===== config.mk =====
export PLATFORM = sky130hd
export DESIGN_NAME = arm_multicycle_control_unit_flat
export DESIGN_NICKNAME = d
export VERILOG_FILES = /design/src/rtl/arm_mc_pkg.sv /design/src/rtl/arm_multicycle_control_unit_if.sv /design/src/rtl/arm_mc_cond_logic.sv /design/src/rtl/arm_multicycle_control_unit.sv /design/src/flat_wrapper.sv
export SDC_FILE = /design/constraint.sdc
export NUM_CORES = 1
export LEC_CHECK = 0
export ABC_CLOCK_PERIOD_IN_PS = 1700
export CORE_UTILIZATION = 32
export DETAILED_ROUTE_END_ITERATION = 10
export GPL_TIMING_DRIVEN = 0
export PLACE_DENSITY = 0.76
export SLEW_MARGIN = 30
export SYNTH_ARGS = -nofsm -noshare
export SYNTH_HDL_FRONTEND = slang
export SYNTH_HIERARCHICAL = 1
export SYNTH_SLANG_ARGS = --single-unit

===== constraint.sdc =====
create_clock -name i_CLK -period 1.7 [get_ports i_CLK]
set_input_delay 0.34 -clock i_CLK [delete_from_list [all_inputs] [get_ports i_CLK]]
set_output_delay 0.34 -clock i_CLK [all_outputs]
set_load 0.03 [all_outputs]

===== src/rtl/arm_mc_pkg.sv =====
// rtl/arm_mc_pkg.sv - shared types and encodings for the ARM multicycle control unit
// Holds the main FSM state enum, ALU operation enum, instruction field codes
// (op, data-processing cmd, condition) and datapath mux-select constants.
package arm_mc_pkg;

    typedef enum logic [3:0] {
        S_FETCH,
        S_DECODE,
        S_MEMADR,
        S_MEMREAD,
        S_MEMWB,
        S_MEMWRITE,
        S_EXECR,
        S_EXECI,
        S_ALUWB,
        S_BRANCH
    } state_t;

    typedef enum logic [1:0] {
        ALU_ADD = 2'b00,
        ALU_SUB = 2'b01,
        ALU_AND = 2'b10,
        ALU_ORR = 2'b11
    } alu_ctl_t;

    // op[27:26]
    localparam logic [1:0] OP_DP    = 2'b00;
    localparam logic [1:0] OP_MEM   = 2'b01;
    localparam logic [1:0] OP_BR    = 2'b10;
    localparam logic [1:0] OP_UNDEF = 2'b11;

    // data-processing cmd[24:21]
    localparam logic [3:0] CMD_AND = 4'b0000;
    localparam logic [3:0] CMD_SUB = 4'b0010;
    localparam logic [3:0] CMD_ADD = 4'b0100;
    localparam logic [3:0] CMD_CMP = 4'b1010;
    localparam logic [3:0] CMD_ORR = 4'b1100;

    // cond[31:28]
    localparam logic [3:0] COND_EQ = 4'b0000;
    localparam logic [3:0] COND_NE = 4'b0001;
    localparam logic [3:0] COND_CS = 4'b0010;
    localparam logic [3:0] COND_CC = 4'b0011;
    localparam logic [3:0] COND_MI = 4'b0100;
    localparam logic [3:0] COND_PL = 4'b0101;
    localparam logic [3:0] COND_VS = 4'b0110;
    localparam logic [3:0] COND_VC = 4'b0111;
    localparam logic [3:0] COND_HI = 4'b1000;
    localparam logic [3:0] COND_LS = 4'b1001;
    localparam logic [3:0] COND_GE = 4'b1010;
    localparam logic [3:0] COND_LT = 4'b1011;
    localparam logic [3:0] COND_GT = 4'b1100;
    localparam logic [3:0] COND_LE = 4'b1101;
    localparam logic [3:0] COND_AL = 4'b1110;

    // datapath mux selects
    localparam logic       SRCA_REG    = 1'b0;
    localparam logic       SRCA_PC     = 1'b1;
    localparam logic [1:0] SRCB_REG    = 2'b00;
    localparam logic [1:0] SRCB_IMM    = 2'b01;
    localparam logic [1:0] SRCB_FOUR   = 2'b10;
    localparam logic [1:0] RES_ALUOUT  = 2'b00;
    localparam logic [1:0] RES_DATA    = 2'b01;
    localparam logic [1:0] RES_ALU     = 2'b10;
    localparam logic       ADDR_PC     = 1'b0;
    localparam logic       ADDR_RESULT = 1'b1;
    localparam logic [1:0] IMM_8       = 2'b00;
    localparam logic [1:0] IMM_12      = 2'b01;
    localparam logic [1:0] IMM_24      = 2'b10;

endpackage


===== src/rtl/arm_multicycle_control_unit_if.sv =====
// rtl/arm_multicycle_control_unit_if.sv - instruction/flag inputs and datapath control bundle
// Ports: i_Instr, i_ALU_Flags (into the control unit); o_PC_Write, o_MemWrite,
// o_RegWrite, o_InstructionWrite, o_AddressSrc, o_ALU_Src_A, o_RegSrc,
// o_ImmediateSrc, o_ALU_Src_B, o_ALU_Control, o_ResultSrc (out of it).
// master = control unit side, slave = datapath side.
interface arm_multicycle_control_unit_if;

    logic [31:0] i_Instr;
    logic [3:0]  i_ALU_Flags;
    logic        o_PC_Write;
    logic        o_MemWrite;
    logic        o_RegWrite;
    logic        o_InstructionWrite;
    logic        o_AddressSrc;
    logic        o_ALU_Src_A;
    logic [1:0]  o_RegSrc;
    logic [1:0]  o_ImmediateSrc;
    logic [1:0]  o_ALU_Src_B;
    logic [1:0]  o_ALU_Control;
    logic [1:0]  o_ResultSrc;

    modport master (
        input  i_Instr, i_ALU_Flags,
        output o_PC_Write, o_MemWrite, o_RegWrite, o_InstructionWrite,
               o_AddressSrc, o_ALU_Src_A, o_RegSrc, o_ImmediateSrc,
               o_ALU_Src_B, o_ALU_Control, o_ResultSrc
    );

    modport slave (
        output i_Instr, i_ALU_Flags,
        input  o_PC_Write, o_MemWrite, o_RegWrite, o_InstructionWrite,
               o_AddressSrc, o_ALU_Src_A, o_RegSrc, o_ImmediateSrc,
               o_ALU_Src_B, o_ALU_Control, o_ResultSrc
    );

endinterface


===== src/rtl/arm_mc_cond_logic.sv =====
// rtl/arm_mc_cond_logic.sv - NZCV flag register, condition evaluation, CondEx register
// Ports: i_CLK, i_NRESET (async active-low); i_cond condition field;
// i_alu_flags ALU NZCV; i_cond_latch (capture CondEx, asserted in DECODE);
// i_flag_write_req (flag update wanted, gated here by CondEx); o_cond_ex.
module arm_mc_cond_logic
    import arm_mc_pkg::*;
(
    input  logic       i_CLK,
    input  logic       i_NRESET,
    input  logic [3:0] i_cond,
    input  logic [3:0] i_alu_flags,
    input  logic       i_cond_latch,
    input  logic       i_flag_write_req,
    output logic       o_cond_ex
);

    logic [3:0] flags_q;
    logic       cond_ex_q;
    logic       cond_now;
    logic       n_f, z_f, c_f, v_f;

    assign {n_f, z_f, c_f, v_f} = flags_q;

    always_comb begin
        cond_now = 1'b0;
        case (i_cond)
            COND_EQ: cond_now = z_f;
            COND_NE: cond_now = !z_f;
            COND_CS: cond_now = c_f;
            COND_CC: cond_now = !c_f;
            COND_MI: cond_now = n_f;
            COND_PL: cond_now = !n_f;
            COND_VS: cond_now = v_f;
            COND_VC: cond_now = !v_f;
            COND_HI: cond_now = c_f && !z_f;
            COND_LS: cond_now = !c_f || z_f;
            COND_GE: cond_now = (n_f == v_f);
            COND_LT: cond_now = (n_f != v_f);
            COND_GT: cond_now = !z_f && (n_f == v_f);
            COND_LE: cond_now = z_f || (n_f != v_f);
            COND_AL: cond_now = 1'b1;
            default: cond_now = 1'b0;    // 1111 never executes
        endcase
    end

    // CondEx is frozen at the end of DECODE so later flag updates in the
    // same instruction cannot change whether it executes.
    always_ff @(posedge i_CLK or negedge i_NRESET) begin
        if (!i_NRESET) begin
            flags_q   <= 4'b0000;
            cond_ex_q <= 1'b0;
        end else begin
            if (i_cond_latch) begin
                cond_ex_q <= cond_now;
            end
            if (i_flag_write_req && cond_ex_q) begin
                flags_q <= i_alu_flags;
            end
        end
    end

    assign o_cond_ex = cond_ex_q;

endmodule


===== src/rtl/arm_multicycle_control_unit.sv =====
// rtl/arm_multicycle_control_unit.sv - multicycle ARM main FSM and instruction decoder
// Ports: i_CLK rising-edge clock; i_NRESET async active-low reset;
// bus (master modport): instruction/ALU flags in, datapath strobes and mux selects out.
// Latencies: DP 4, LDR 5, STR 4, B 3 cycles; undefined op returns after DECODE.
module arm_multicycle_control_unit
    import arm_mc_pkg::*;
(
    input  logic                          i_CLK,
    input  logic                          i_NRESET,
    arm_multicycle_control_unit_if.master bus
);

    state_t     state, state_next;

    logic [3:0] cond;
    logic [1:0] op;
    logic [5:0] funct;
    logic [3:0] cmd;
    logic [3:0] rd;
    logic       s_bit, l_bit, u_bit;
    logic       unused_instr_bits;

    logic       cond_ex;
    logic       is_exec;
    alu_ctl_t   dp_alu;
    logic       dp_supported;
    logic       dp_writes_rd;
    logic       is_cmp;

    logic       pc_write, mem_write, reg_write, instr_write;
    logic       address_src, alu_src_a;
    logic [1:0] imm_src, alu_src_b, result_src;
    alu_ctl_t   alu_ctl;

    assign cond  = bus.i_Instr[31:28];
    assign op    = bus.i_Instr[27:26];
    assign funct = bus.i_Instr[25:20];
    assign cmd   = bus.i_Instr[24:21];
    assign u_bit = bus.i_Instr[23];
    assign s_bit = funct[0];
    assign l_bit = funct[0];
    assign rd    = bus.i_Instr[15:12];
    assign unused_instr_bits = ^{bus.i_Instr[19:16], bus.i_Instr[11:0]};

    // data-processing command decode; unsupported cmds become a NOP that
    // still walks EXEC -> ALUWB but writes neither Rd nor flags
    always_comb begin
        dp_alu       = ALU_ADD;
        dp_supported = 1'b1;
        dp_writes_rd = 1'b1;
        is_cmp       = 1'b0;
        case (cmd)
            CMD_ADD: dp_alu = ALU_ADD;
            CMD_SUB: dp_alu = ALU_SUB;
            CMD_AND: dp_alu = ALU_AND;
            CMD_ORR: dp_alu = ALU_ORR;
            CMD_CMP: begin
                dp_alu       = ALU_SUB;
                dp_writes_rd = 1'b0;
                is_cmp       = 1'b1;
            end
            default: begin
                dp_supported = 1'b0;
                dp_writes_rd = 1'b0;
            end
        endcase
    end

    assign is_exec = (state == S_EXECR) || (state == S_EXECI);

    arm_mc_cond_logic u_cond_logic (
        .i_CLK            (i_CLK),
        .i_NRESET         (i_NRESET),
        .i_cond           (cond),
        .i_alu_flags      (bus.i_ALU_Flags),
        .i_cond_latch     (state == S_DECODE),
        .i_flag_write_req (is_exec && dp_supported && (s_bit || is_cmp)),
        .o_cond_ex        (cond_ex)
    );

    always_ff @(posedge i_CLK or negedge i_NRESET) begin
        if (!i_NRESET) begin
            state <= S_FETCH;
        end else begin
            state <= state_next;
        end
    end

    always_comb begin
        state_next = S_FETCH;
        case (state)
            S_FETCH:  state_next = S_DECODE;
            S_DECODE: begin
                case (op)
                    OP_MEM:   state_next = S_MEMADR;
                    OP_DP:    state_next = funct[5] ? S_EXECI : S_EXECR;
                    OP_BR:    state_next = S_BRANCH;
                    OP_UNDEF: state_next = S_FETCH;
                    default:  state_next = S_FETCH;
                endcase
            end
            S_MEMADR: state_next = l_bit ? S_MEMREAD : S_MEMWRITE;
            S_MEMREAD: state_next = S_MEMWB;
            S_EXECR,
            S_EXECI:  state_next = S_ALUWB;
            default:  state_next = S_FETCH;
        endcase
    end

    always_comb begin
        pc_write    = 1'b0;
        mem_write   = 1'b0;
        reg_write   = 1'b0;
        instr_write = 1'b0;
        address_src = ADDR_PC;
        alu_src_a   = SRCA_REG;
        imm_src     = IMM_8;
        alu_src_b   = SRCB_REG;
        alu_ctl     = ALU_ADD;
        result_src  = RES_ALUOUT;
        case (state)
            S_FETCH: begin
                instr_write = 1'b1;
                pc_write    = 1'b1;
                address_src = ADDR_PC;
                alu_src_a   = SRCA_PC;
                alu_src_b   = SRCB_FOUR;
                result_src  = RES_ALU;
            end
            S_DECODE: begin
                alu_src_a  = SRCA_PC;
                alu_src_b  = SRCB_FOUR;
                result_src = RES_ALU;
            end
            S_MEMADR: begin
                alu_src_a = SRCA_REG;
                alu_src_b = SRCB_IMM;
                imm_src   = IMM_12;
                alu_ctl   = u_bit ? ALU_ADD : ALU_SUB;
            end
            S_MEMREAD: begin
                address_src = ADDR_RESULT;
                result_src  = RES_ALUOUT;
            end
            S_MEMWB: begin
                result_src = RES_DATA;
                reg_write  = cond_ex && (rd != 4'hF);
            end
            S_MEMWRITE: begin
                address_src = ADDR_RESULT;
                result_src  = RES_ALUOUT;
                mem_write   = cond_ex;
            end
            S_EXECR: begin
                alu_src_a = SRCA_REG;
                alu_src_b = SRCB_REG;
                alu_ctl   = dp_alu;
            end
            S_EXECI: begin
                alu_src_a = SRCA_REG;
                alu_src_b = SRCB_IMM;
                imm_src   = IMM_8;
                alu_ctl   = dp_alu;
            end
            S_ALUWB: begin
                result_src = RES_ALUOUT;
                reg_write  = cond_ex && dp_writes_rd && (rd != 4'hF);
            end
            S_BRANCH: begin
                alu_src_a  = SRCA_REG;
                alu_src_b  = SRCB_IMM;
                imm_src    = IMM_24;
                alu_ctl    = ALU_ADD;
                result_src = RES_ALU;
                pc_write   = cond_ex;
            end
            default: ;
        endcase
        // state is already FETCH while reset is low; keep its strobes quiet
        if (!i_NRESET) begin
            pc_write    = 1'b0;
            mem_write   = 1'b0;
            reg_write   = 1'b0;
            instr_write = 1'b0;
        end
    end

    assign bus.o_PC_Write         = pc_write;
    assign bus.o_MemWrite         = mem_write;
    assign bus.o_RegWrite         = reg_write;
    assign bus.o_InstructionWrite = instr_write;
    assign bus.o_AddressSrc       = address_src;
    assign bus.o_ALU_Src_A        = alu_src_a;
    assign bus.o_ImmediateSrc     = imm_src;
    assign bus.o_ALU_Src_B        = alu_src_b;
    assign bus.o_ALU_Control      = alu_ctl;
    assign bus.o_ResultSrc        = result_src;
    // register-file read port selects follow the instruction register
    assign bus.o_RegSrc           = {(op == OP_MEM) && !l_bit, (op == OP_BR)};

endmodule


===== src/flat_wrapper.sv =====
// flat-port wrapper written by rule: the top's interface ports become plain ports
module arm_multicycle_control_unit_flat import arm_mc_pkg::*;
  (i_CLK, i_NRESET, bus_i_Instr, bus_i_ALU_Flags, bus_o_PC_Write, bus_o_MemWrite, bus_o_RegWrite, bus_o_InstructionWrite, bus_o_AddressSrc, bus_o_ALU_Src_A, bus_o_RegSrc, bus_o_ImmediateSrc, bus_o_ALU_Src_B, bus_o_ALU_Control, bus_o_ResultSrc);
  arm_multicycle_control_unit_if bus_i ();
  input  logic i_CLK;
  input  logic i_NRESET;
  input wire logic [$bits(bus_i.i_Instr)-1:0] bus_i_Instr;
  input wire logic [$bits(bus_i.i_ALU_Flags)-1:0] bus_i_ALU_Flags;
  output wire logic [$bits(bus_i.o_PC_Write)-1:0] bus_o_PC_Write;
  output wire logic [$bits(bus_i.o_MemWrite)-1:0] bus_o_MemWrite;
  output wire logic [$bits(bus_i.o_RegWrite)-1:0] bus_o_RegWrite;
  output wire logic [$bits(bus_i.o_InstructionWrite)-1:0] bus_o_InstructionWrite;
  output wire logic [$bits(bus_i.o_AddressSrc)-1:0] bus_o_AddressSrc;
  output wire logic [$bits(bus_i.o_ALU_Src_A)-1:0] bus_o_ALU_Src_A;
  output wire logic [$bits(bus_i.o_RegSrc)-1:0] bus_o_RegSrc;
  output wire logic [$bits(bus_i.o_ImmediateSrc)-1:0] bus_o_ImmediateSrc;
  output wire logic [$bits(bus_i.o_ALU_Src_B)-1:0] bus_o_ALU_Src_B;
  output wire logic [$bits(bus_i.o_ALU_Control)-1:0] bus_o_ALU_Control;
  output wire logic [$bits(bus_i.o_ResultSrc)-1:0] bus_o_ResultSrc;
  assign bus_i.i_Instr = bus_i_Instr;
  assign bus_i.i_ALU_Flags = bus_i_ALU_Flags;
  assign bus_o_PC_Write = bus_i.o_PC_Write;
  assign bus_o_MemWrite = bus_i.o_MemWrite;
  assign bus_o_RegWrite = bus_i.o_RegWrite;
  assign bus_o_InstructionWrite = bus_i.o_InstructionWrite;
  assign bus_o_AddressSrc = bus_i.o_AddressSrc;
  assign bus_o_ALU_Src_A = bus_i.o_ALU_Src_A;
  assign bus_o_RegSrc = bus_i.o_RegSrc;
  assign bus_o_ImmediateSrc = bus_i.o_ImmediateSrc;
  assign bus_o_ALU_Src_B = bus_i.o_ALU_Src_B;
  assign bus_o_ALU_Control = bus_i.o_ALU_Control;
  assign bus_o_ResultSrc = bus_i.o_ResultSrc;
  arm_multicycle_control_unit u_core (.i_CLK(i_CLK), .i_NRESET(i_NRESET), .bus(bus_i));
endmodule

== Word-level counts from Yosys, hierarchy flattened ==
Cells that the tools add are included.
Cells by class
  eq/ne operators: 33
  multiplexer cells: 24
  reductions and logical operators: 30
Operators with widths (count)
  equality test 4 bit (second input constant): 11
  equality test 4 x 3 -> 1 bit (second input constant): 9
  equality test 4 x 2 -> 1 bit (second input constant): 5
  case mux 4 bit (5 select lines): 1
  case mux 2 bit (2 select lines): 4
  case mux 4 bit (4 select lines): 1
  case mux 1 bit (15 select lines): 1
  two-way mux 1 bit: 13
  logical NOT 4 bit: 3
  logical AND 1 bit: 9
  equality test 4 x 1 -> 1 bit (second input constant): 2
  OR reduction 2 bit: 4
  case mux 2 bit (3 select lines): 1
  OR reduction 3 bit: 2
  logical NOT 1 bit: 5
  OR reduction 5 bit: 1
  equality test 2 bit (second input constant): 2
  logical OR 1 bit: 4
  != test 4 bit (second input constant): 1
  case mux 1 bit (2 select lines): 2
  OR reduction 4 bit: 1
  two-way mux 3 bit: 1
  equality test 2 x 1 -> 1 bit (second input constant): 1
  logical NOT 2 bit: 1
  other kinds (2): 2
Word-level totals
  register bits: 9

== Longest topological paths before layout ==
  word-level depth: 7
  depth in mapped cells: 6
  gate-level depth less buffers: 5

== By module ==
Netlist, hierarchy kept.
Modules (own cells, without submodules)
  arm_multicycle_control_unit: instances 1, cells an instance 64, area an instance 455.4 um^2, sequential area each 100.1 um^2
  arm_mc_cond_logic: instances 1, cells an instance 33, area an instance 350.3 um^2, sequential area each 125.1 um^2

== Worst setup path after synthesis ==
OpenSTA, ideal clock, no wires.
  path type: register -> output
  from: reg u_core.state[3]
  to: out bus_o_ALU_Control[0]
  data arrival time: 2.013 ns
  data required time: 1.360 ns
  slack: -0.653 ns
  stages on the path, launching flop included: 5
  path through: dfrtp_1 buf_2 nor4b_2 a21oi_1 o21ai_0
On the way
  cells in the longest elaborated chain, start to end: 3
RTL lines
  from (decl): RTL line arm_multicycle_control_unit.sv:13  | state_t state, state_next;
  from (signal assigned): RTL line arm_multicycle_control_unit.sv:85  | state <= state_next;
  equality test 4 x 3 -> 1 bit: RTL line arm_multicycle_control_unit.sv:121  | case (state)
  OR reduction 2 bit (no source line)
  case mux 2 bit (2 select lines) (*): RTL line arm_multicycle_control_unit.sv:121
  to (decl): RTL line flat_wrapper.sv:18  | output wire logic [$bits(bus_i.o_ALU_Control)-1:0] bus_o_ALU_Control;
Mark *: on every way between the ends. The rest lies on a longest branch, timed or not.

== Worst setup path after layout ==
  from: reg u_core.state[2]
  to: out bus_o_ALU_Control[1]
Same word-level chain as after synthesis.

==> Implementation_results.wiki <==
{| class="wikitable"
! Metric !! Value
|-
| Outcome || complete, but fails checks
|-
| Failing checks || setup timing
|-
| Final design instance area without fill || 1430 µm²
|-
| Buffer levels on the longest clock path || 2
|-
| Number of distinct library cell variants in the gate-level netlist after synthesis || 35
|-
| Largest driver fanout on the critical path || 7
|-
| Number of clock sinks seen by CTS || 9
|-
| Largest net degree at the start of global routing || 14
|-
| Maximum capacitance violations || 0
|-
| Number of placement rows || 17
|-
| Placed Instance Area || 1260 µm²
|-
| Endpoint required time on the critical path || 1.36 ns
|-
| Xor and xnor area share after synthesis || 6.52%
|-
| Initial antenna violation count || 0
|-
| Placed Cells || 161
|-
| Worst Path Class, Setup || reg2out
|-
| Synthesized-area fraction occupied by ao, oa, aoi and oai cells || 18.6%
|-
| Die Span Y || 52.2 µm
|-
| Largest vdd supply drop || 1320 µV
|-
| Mean area per synthesized cell || 8.31 µm²
|-
| Via count of the routed design || 930
|-
| Die outline width || 52.2 µm
|-
| Number of nets produced by synthesis || 135
|-
| GR Util met2 || 35.0%
|-
| Global-route wire length before repair || 3.69 mm
|-
| Number of enable flip-flop cells after synthesis || 0
|-
| HPWL after DPL || 1.70 mm
|-
| Fillcell total || 209
|-
| Grt met1 use || 20.8%
|-
| Share of flip-flops with an asynchronous set or reset || 100%
|-
| Area of the die || 2720 µm²
|-
| Cell count after synthesis || 97
|-
| TritonCTS clock tree || done
|-
| Number of routed nets with antenna violations || 0
|-
| Length in cells of the worst reg-to-reg path || 6
|-
| Worst setup path endpoint || bus_o_ALU_Control[1]
|-
| Setup slack after layout || -0.125 ns
|-
| Global route total overflow || 0
|-
| Starting utilization of the core area || 35.1%
|-
| Main combinational cell family by area after synthesis || simple AND/OR/NAND/NOR gates
|-
| Worst hold slack || 0.530 ns
|-
| Total power divided by cell area || 1520 nW/µm²
|-
| H-tree lvl count || 1
|-
| Sum of internal, switching and leakage power || 2.17 mW
|-
| Dpl ws || -0.803 ns
|-
| Sequential element share of the synthesized area || 28.0%
|-
| Register Area || 228 µm²
|-
| Source of the critical timing path || u_core/state[2]
|-
| Yosys warning count || 6
|-
| Transition at the pin with the smallest max-transition slack || 0.439 ns
|-
| DRT Wirelength || 2.47 mm
|-
| Post-layout minimum cycle time || 1.83 ns
|-
| NumNets Final || 186
|-
| Share of synthesized area spent on multiplexers || 10.7%
|-
| Simple-gate share of the synthesized area || 32.1%
|-
| LEAKAGE || 0.621 nW
|-
| Final critical-path share of the clock period || 107%
|-
| Startpoint class of the critical path || flip-flop
|-
| Final cell utilization of the core || 62.3%
|-
| Vias per std cell || 5.31
|-
| Capture point of the worst reg-to-reg path || u_core/u_cond_logic/flags_q[0]
|-
| Final slew viol count || 0
|-
| GPL Wtd Cong || 0.719
|-
| Worst hold-check path type || reg2reg
|-
| Final hold vios || 0
|-
| Root Driver || sky130_fd_sc_hd__clkbuf_4
|-
| Arrival time of data at the critical path endpoint || 1.49 ns
|-
| Relative slew slack || 70.6%
|-
| Total negative slack || -0.822 ns
|-
| Clock-pin transition on the worst setup and hold timing paths || 0.06 ns
|-
| Routed wire per std cell || 14.1 µm
|-
| Number of global-route vias before repair || 851
|-
| Global-route usage over all layers || 18.2%
|-
| Final count of negative-setup-slack endpoints || 12
|-
| Max frequency || 0.548 GHz
|-
| Worst setup slack for register-to-register paths || -0.08 ns
|-
| Buffers added on ports || 36
|-
| Cell area after technology mapping || 806 µm²
|-
| Prevailing post-synth register cell || sky130_fd_sc_hd__dfrtp_1
|-
| DRC viols || 0
|-
| Synthesis-stage register bit count || 9
|-
| Relative area change from synthesis to final layout || 77.5%
|-
| Inserted Diodes || 0
|-
| Busiest layer in global routing || met2
|-
| R2R Path Start || u_core/state[2]
|-
| Non-Filler Instances || 175
|-
| Setup skew after layout || 0.00309 ns
|-
| RSZ-0062 raised after global routing || yes
|-
| Grt met3 use || 2.90%
|-
| Latest clock arrival within the worst-skew pair || 0.26 ns
|-
| IO Count || 54
|-
| Crit path capture type || primary output
|-
| Starting DRC count in detailed routing || 16
|-
| Post-synthesis adder-cell area fraction || 0%
|-
| Number of iterations in the first detailed-routing pass || 4
|-
| Proportion of layout cells with a drive suffix above 1 || 41.5%
|-
| Area of combinational cells with multiple inputs || 669 µm²
|-
| Number of buffers created by CTS || 3
|-
| Floorplan Core Area || 2300 µm²
|}
synthesized netlist by cell type, types with 2 or more instances:
library cell,number,share of area [%]
sky130_fd_sc_hd__nor3_1,3,1.9
sky130_fd_sc_hd__nor3b_1,2,1.9
sky130_fd_sc_hd__nand2b_1,5,3.9
sky130_fd_sc_hd__clkbuf_1,3,1.4
sky130_fd_sc_hd__or3_1,2,1.6
sky130_fd_sc_hd__dfrtp_1,9,28
sky130_fd_sc_hd__mux2i_1,3,3.7
sky130_fd_sc_hd__mux2_2,5,7.0
sky130_fd_sc_hd__nor2b_1,2,1.6
sky130_fd_sc_hd__nor2_1,13,6.1
sky130_fd_sc_hd__buf_2,2,1.2
sky130_fd_sc_hd__xnor2_1,5,5.4
sky130_fd_sc_hd__a21oi_1,7,4.3
sky130_fd_sc_hd__nand4_1,2,1.6
sky130_fd_sc_hd__o21ai_0,6,3.7
sky130_fd_sc_hd__nand2_1,7,3.3
sky130_fd_sc_hd__nand4b_1,3,3.3
cells by family (layout without fill, tap and decap cells):
kind of cell / after synthesis / after routing
and+or+nand+nor: 46 / 46
xor gates and xnor gates: 6 / 6
buffers and inverters: 7 / 57
DFF: 9 / 9
AOI/OAI and AO/OA: 21 / 21
muxes: 8 / 8
flip-flops by register name, indices dropped and copies added, names as in the netlist:
signal / count
u_core/state: 4
u_core/u_cond_logic/o_cond_ex: 1
u_core/u_cond_logic/flags_q: 4
cells in the final DEF, fill, tap and decap left out, types with 3 or more instances in the layout:
cell type	count
sky130_fd_sc_hd__xnor2_1	5
sky130_fd_sc_hd__clkbuf_4	3
sky130_fd_sc_hd__nand2_1	5
sky130_fd_sc_hd__nor2_1	9
sky130_fd_sc_hd__buf_6	10
sky130_fd_sc_hd__dlygate4sd2_1	4
sky130_fd_sc_hd__clkdlybuf4s50_1	14
sky130_fd_sc_hd__mux2i_1	3
sky130_fd_sc_hd__buf_2	3
sky130_fd_sc_hd__a21oi_1	6
sky130_fd_sc_hd__mux2_2	4
sky130_fd_sc_hd__buf_4	16
sky130_fd_sc_hd__dfrtp_1	7
sky130_fd_sc_hd__nand4b_1	3
sky130_fd_sc_hd__o21ai_0	4
final cells by class:
type	instances	share of cell area [%]
multi-input cells	81	46.8
clock buffers	4	1.84
well taps	28	2.45
repair buffers	47	29.4
inverters	1	0.262
flip-flops and latches	9	15.9
plain buffers	5	3.32
metal layers:
metal | up-vias | wire length (µm)
li1 | 454 | -
met1 | 446 | 991
met2 | 30 | 1290
met3 | 0 | 187
met4 | 0 | 0
met5 | - | 0
worst min-delay path by stage:
stage	startpoint	endpoint	slack, ns	cells after the start
2_1_floorplan	i_NRESET	u_core/state[0]	0.04	0
3_3_place_gp	u_core/u_cond_logic/flags_q[1]	u_core/u_cond_logic/flags_q[1]	0.51	1
4_1_cts	i_NRESET	u_core/u_cond_logic/flags_q[1]	0.14	1
5_1_grt	u_core/u_cond_logic/flags_q[1]	u_core/u_cond_logic/flags_q[1]	0.56	1
3_5_place_dp	u_core/u_cond_logic/flags_q[1]	u_core/u_cond_logic/flags_q[1]	0.51	1
6_report	u_core/u_cond_logic/flags_q[1]	u_core/u_cond_logic/flags_q[1]	0.53	1
critical path, cell delays in order, from the launching register on:
cell and delay [ns]:
sky130_fd_sc_hd__dfrtp_1 0.34, sky130_fd_sc_hd__buf_6 0.14, sky130_fd_sc_hd__nand2_4 0.05, sky130_fd_sc_hd__or3_4 0.41
sky130_fd_sc_hd__nor3_4 0.13, sky130_fd_sc_hd__buf_6 0.15
repair_timing:
item	in CTS	in global routing
gates cloned	0	0
pin swaps	8	3
hold endpoints to repair	0	9
setup endpoints to repair	20	18
hold buffers	0	1
buffers inserted	8	2
gates resized for setup	117	19
where the power goes:
| group | internal [mW] | leakage [nW] | switching, mW |
|---|---|---|---|
| Clock | 0.0907 | 0.0150 | 0.0789 |
| Combinational | 0.780 | 0.489 | 0.844 |
| Sequential | 0.294 | 0.117 | 0.0838 |
Power figures use the tool's default switching activity.
==> RTL change 1: new RTL, config.mk and constraints unchanged <==
The 10 states of `state_t` get a Gray code encoding in 4 bits.
--- a/src/rtl/arm_mc_pkg.sv
+++ b/src/rtl/arm_mc_pkg.sv
@@ -5,14 +5,14 @@
 
     typedef enum logic [3:0] {
-        S_FETCH,
-        S_DECODE,
-        S_MEMADR,
-        S_MEMREAD,
-        S_MEMWB,
-        S_MEMWRITE,
-        S_EXECR,
-        S_EXECI,
-        S_ALUWB,
-        S_BRANCH
+        S_FETCH    = 4'b0000,
+        S_DECODE   = 4'b0001,
+        S_MEMADR   = 4'b0011,
+        S_MEMREAD  = 4'b0010,
+        S_MEMWB    = 4'b0110,
+        S_MEMWRITE = 4'b0111,
+        S_EXECR    = 4'b0101,
+        S_EXECI    = 4'b0100,
+        S_ALUWB    = 4'b1100,
+        S_BRANCH   = 4'b1101
     } state_t;
 
Function: no difference found for any inputs over 10 cycles, from zero or initial values and one cycle with i_NRESET low; not proved beyond that.
==> RTL change 1 against the unedited design <==
Core utilization grew 1.3 points. Combinational power grew 12%. The flow still finishes with violations (setup timing). Wire length grew 8.1%. Final area grew 10%. Count of clock-buffer cells in the layout is the same. Worst setup slack lost 120 ps. Sequential cell count is the same. Total power grew 12%. Synthesized area grew 4.3%.
==> RTL change 1: results (changes against the unedited design) <==
GRT
The first-pass GRT wire length was 3780 um (was 3690 um). The all-layer global routing usage came to 0.187 (was 0.182). The via count of the first global-routing pass is 898 (was 851).

Layout
The number of nets in the finished design is 193 (was 186).

Timing
The setup slack after layout was -250 ps (was -125 ps). The transition time at the pin with the least slew margin came to 360 ps (was 439 ps). The count of endpoints failing setup in the final report is 14 (was 12).

The setup clock skew after layout is 2.08 ps (was 3.09 ps). The final-layout setup total negative slack is -1940 ps (was -822 ps).

Yosys
The number of distinct standard cells referenced by the synthesized netlist came to 37 (was 35). The share of synthesized area occupied by flip-flops and latches is 0.268 (was 0.280). Top cell types by occurrence after synthesis: sky130_fd_sc_hd__nor2_1, sky130_fd_sc_hd__dfrtp_1, sky130_fd_sc_hd__a21oi_1 (was sky130_fd_sc_hd__nor2_1, sky130_fd_sc_hd__dfrtp_1, sky130_fd_sc_hd__a21oi_1, sky130_fd_sc_hd__nand2_1, sky130_fd_sc_hd__o21ai_0). Largest cells by area after synthesis: sky130_fd_sc_hd__dfrtp_1, sky130_fd_sc_hd__mux2_2, sky130_fd_sc_hd__nor2_1, sky130_fd_sc_hd__nand4b_1, sky130_fd_sc_hd__xnor2_1 (was sky130_fd_sc_hd__dfrtp_1, sky130_fd_sc_hd__mux2_2, sky130_fd_sc_hd__nor2_1, sky130_fd_sc_hd__xnor2_1, sky130_fd_sc_hd__a21oi_1).

The number of nets produced by synthesis came to 137 (was 135).

Setup path
The worst-path cell with the longest stage delay is sky130_fd_sc_hd__or4b_4 (was sky130_fd_sc_hd__or3_4). The peak fanout along the critical path is 6 (was 7). The setup slack of the most critical reg-to-reg path is -250 ps (was -80 ps). The largest stage delay on the critical path is 540 ps (was 410 ps). The type of element capturing the critical path is a flip-flop (was output pin).

The critical register-to-register path startpoint is u_core/state[1]$_DFF_PN0_ (was u_core/state[2]$_DFF_PN0_). The data arrival at the endpoint of the critical path is 2100 ps (was 1490 ps).

Min path
The worst hold path class is in -> async (was reg -> reg).

Detailed routing
The number of vias per cell is 5.32 (was 5.31). The number of DRC violations after detailed-routing iteration 0 is 25 (was 16).

Power
The static leakage is 0.666 nW (was 0.621 nW). The worst vdd rail ir drop was 1.15 mV (was 1.32 mV).

Status
Outcome: finished with violations (unchanged). Violated checks: setup timing (unchanged).

Placement
The placed wire-length estimate is 1820 um (was 1700 um). The placement-stage worst setup slack was -1040 ps (was -803 ps). The final RePlAce weighted congestion came to 0.727 (was 0.719).
-- RTL change 1: kinds of logic after synthesis --
kind of cell / synth area share
xor+xnor: 0.0625
simple gates: 0.311
buf+inv: 0.0536
flops: 0.268
compound gates: 0.202
mux: 0.103
-- RTL change 1: power by group --
part,switching [mW],internal (mW),total (mW)
clock network,0.0801,0.0907,0.171
logic,0.837,0.977,1.81
registers,0.127,0.316,0.443
-- RTL change 1: timing repair --
| item | 4_1_cts | 5_1_grt |
|---|---|---|
| cloned | 0 | 1 |
| hold buffers | 0 | 0 |
| buffers inserted | 7 | 8 |
| endpoints found under the setup margin | 20 | 18 |
| resized for setup | 126 | 20 |
| pin swaps | 4 | 7 |
-- RTL change 1: area by class of cell --
class | count | area [um2]
Tap cell | 30 | 37.5
Sequential cell | 9 | 229
Fill cell | 218 | 902
Timing Repair Buffer | 51 | 507
Clock buffer | 4 | 26.3
Buffer | 6 | 60.1
Inverter | 4 | 15.0
Multi-Input combinational cell | 80 | 701
-- RTL change 1: metrics by stage --
step,cells,hold WS (ps)
2_1_floorplan,99,44.4
3_3_place_gp,165,515
3_5_place_dp,165,515
4_1_cts,176,39.6
5_1_grt,184,51.9
6_report,184,45.5
-- RTL change 1: per-layer routing --
layer,global-route usage,part of all wire
met3,0.0345,0.066
met1,0.222,0.42
met2,0.329,0.50
met5,0,0
met4,0.0658,0.010
-- RTL change 1: worst max-delay path: cells and delay by family (launching register included) --
family          cells  cell delay (ps)
mux                 1              320
flops               1              370
simple gates        2              690
compound gates      1              190
buf+inv             2              270
==> RTL change 2: new RTL, same settings <==
Made on the original files. Make the reset (`i_NRESET`) synchronous in 2 clocked blocks. Comments in the files are not updated.
--- a/src/rtl/arm_mc_cond_logic.sv
+++ b/src/rtl/arm_mc_cond_logic.sv
@@ -46,5 +46,5 @@
     // CondEx is frozen at the end of DECODE so later flag updates in the
     // same instruction cannot change whether it executes.
-    always_ff @(posedge i_CLK or negedge i_NRESET) begin
+    always_ff @(posedge i_CLK) begin
         if (!i_NRESET) begin
             flags_q   <= 4'b0000;
--- a/src/rtl/arm_multicycle_control_unit.sv
+++ b/src/rtl/arm_multicycle_control_unit.sv
@@ -79,5 +79,5 @@
     );
 
-    always_ff @(posedge i_CLK or negedge i_NRESET) begin
+    always_ff @(posedge i_CLK) begin
         if (!i_NRESET) begin
             state <= S_FETCH;
Check against the original RTL: differs if i_NRESET is asserted again (counterexample within 4 cycles, from zero or initial values and one cycle with i_NRESET low); with i_NRESET held inactive, the same outputs for 10 cycles.
==> RTL change 2 against the unedited design <==
The flow still finishes with violations (setup timing). Sequential cell count is the same. Via count grew 7.6%. Synthesized area grew 8.9%. Clock skew grew 1.5 ps. Final area shrank 6.0%. Wire length shrank 3.0%. Worst hold slack lost 23 ps. Worst setup slack gained 120 ps. Critical endpoint is now bus_o_RegWrite.
Power is not compared: it rests on default switching activity, and its combinational part moved more than twofold at a synthesized area within 25%.
==> RTL change 2: results (changes against the unedited design) <==
Setup path
The worst reg2reg path endpoint is u_core/u_cond_logic/flags_q[2]$_SDFFE_PN0P_ (was u_core/u_cond_logic/flags_q[0]$_DFFE_PN0P_). The peak fanout along the critical path is 10 (was 7). The timing startpoint of the critical path is u_core/state[2]$_SDFF_PN0_ (was u_core/state[2]$_DFF_PN0_). The worst-path cell with the longest stage delay was sky130_fd_sc_hd__dfxtp_1 (was sky130_fd_sc_hd__or3_4). The data arrival at the endpoint of the critical path is 1370 ps (was 1490 ps). The capturing instance or port of the critical path is bus_o_RegWrite (was bus_o_ALU_Control[1]). The largest stage delay on the critical path is 310 ps (was 410 ps). The setup slack of the most critical reg-to-reg path is 170 ps (was -80 ps).

Timing
The final-layout setup total negative slack is -10.0 ps (was -822 ps). The setup slack after layout was -9.74 ps (was -125 ps). The setup clock skew after layout is 4.54 ps (was 3.09 ps). The count of endpoints failing setup in the final report came to 2 (was 12).

Yosys
Top cell types by occurrence after synthesis: sky130_fd_sc_hd__nor2_1, sky130_fd_sc_hd__dfxtp_1, sky130_fd_sc_hd__nand2_1, sky130_fd_sc_hd__nor3_1, sky130_fd_sc_hd__nand3_1 (was sky130_fd_sc_hd__nor2_1, sky130_fd_sc_hd__dfrtp_1, sky130_fd_sc_hd__a21oi_1, sky130_fd_sc_hd__nand2_1, sky130_fd_sc_hd__o21ai_0). The share of the synthesized area in compound gates (AO/OA/AOI/OAI) is 0.221 (was 0.186). The synthesized-area fraction occupied by xor and xnor cells is 0.0499 (was 0.0652). The top flip-flop cell by instance count after synthesis is sky130_fd_sc_hd__dfxtp_1 (was sky130_fd_sc_hd__dfrtp_1). The async set-or-reset flop fraction in the synthesized netlist is 0 (was 1.00).

The portion of netlist area occupied by mux cells is 0.0399 (was 0.107). The share of synthesized area occupied by flip-flops and latches was 0.205 (was 0.280). Largest cells by area after synthesis: sky130_fd_sc_hd__dfxtp_1, sky130_fd_sc_hd__nor3_1, sky130_fd_sc_hd__nor2_1, sky130_fd_sc_hd__nand2_1, sky130_fd_sc_hd__nand2b_1 (was sky130_fd_sc_hd__dfrtp_1, sky130_fd_sc_hd__mux2_2, sky130_fd_sc_hd__nor2_1, sky130_fd_sc_hd__xnor2_1, sky130_fd_sc_hd__a21oi_1). The number of distinct standard cells referenced by the synthesized netlist was 46 (was 35). The count of mapped cells out of synthesis is 116 (was 97).

The number of nets produced by synthesis is 154 (was 135).

Detailed routing
The number of vias per cell was 5.38 (was 5.31). The amount of wire on met3 after detailed routing is 149 um (was 187 um). The met2 routed wirelength was 1260 um (was 1290 um). The total routed wire length on the met1 layer is 984 um (was 991 um).

Placement
The placed cell count was 182 (was 161). The final RePlAce weighted congestion is 0.860 (was 0.719). The post-place instance area was 1290 um2 (was 1260 um2).

GRT
The largest net degree at the start of global routing is 11 (was 14). The global routing met3 resource utilization is 0.0444 (was 0.0290).

Clock network
The setup fix buffers added after clock tree synthesis is 0 (was 8).

Status
Violated checks: setup timing (unchanged). Outcome: finished with violations (unchanged).

Min path
The hold path depth is 2 (was 1).
-- RTL change 2: cells by family after synthesis --
group                     after synthesis
xor gates and xnor gates                5
and+or+nand+nor                        61
AOI/OAI and AO/OA                      27
buffers and inverters                  11
DFF                                     9
muxes                                   3
-- RTL change 2: area by class of cell --
class / count / area (um2)
tap: 30 / 37.5
clock buffer: 4 / 26.3
timing repair buffer: 36 / 317
multi-input combinational: 96 / 686
fill: 263 / 1180
buffer: 7 / 72.6
sequential: 9 / 190
inverter: 4 / 15.0
-- RTL change 2: power by group through the flow --
| stage | registers (mW) | clock network [mW] | logic (mW) |
|---|---|---|---|
| global route | 0.234 | 0.185 | 0.311 |
| global placement | 0.235 | 0 | 0.282 |
| CTS | 0.233 | 0.168 | 0.279 |
| finish | 0.233 | 0.160 | 0.290 |
| detailed placement | 0.236 | 0 | 0.286 |
| floorplan | 0.233 | 0 | 0.163 |
-- RTL change 2: repair_timing --
action	in CTS	in global routing
endpoints found under the setup margin	20	17
pin swaps	0	2
resized for setup	102	25
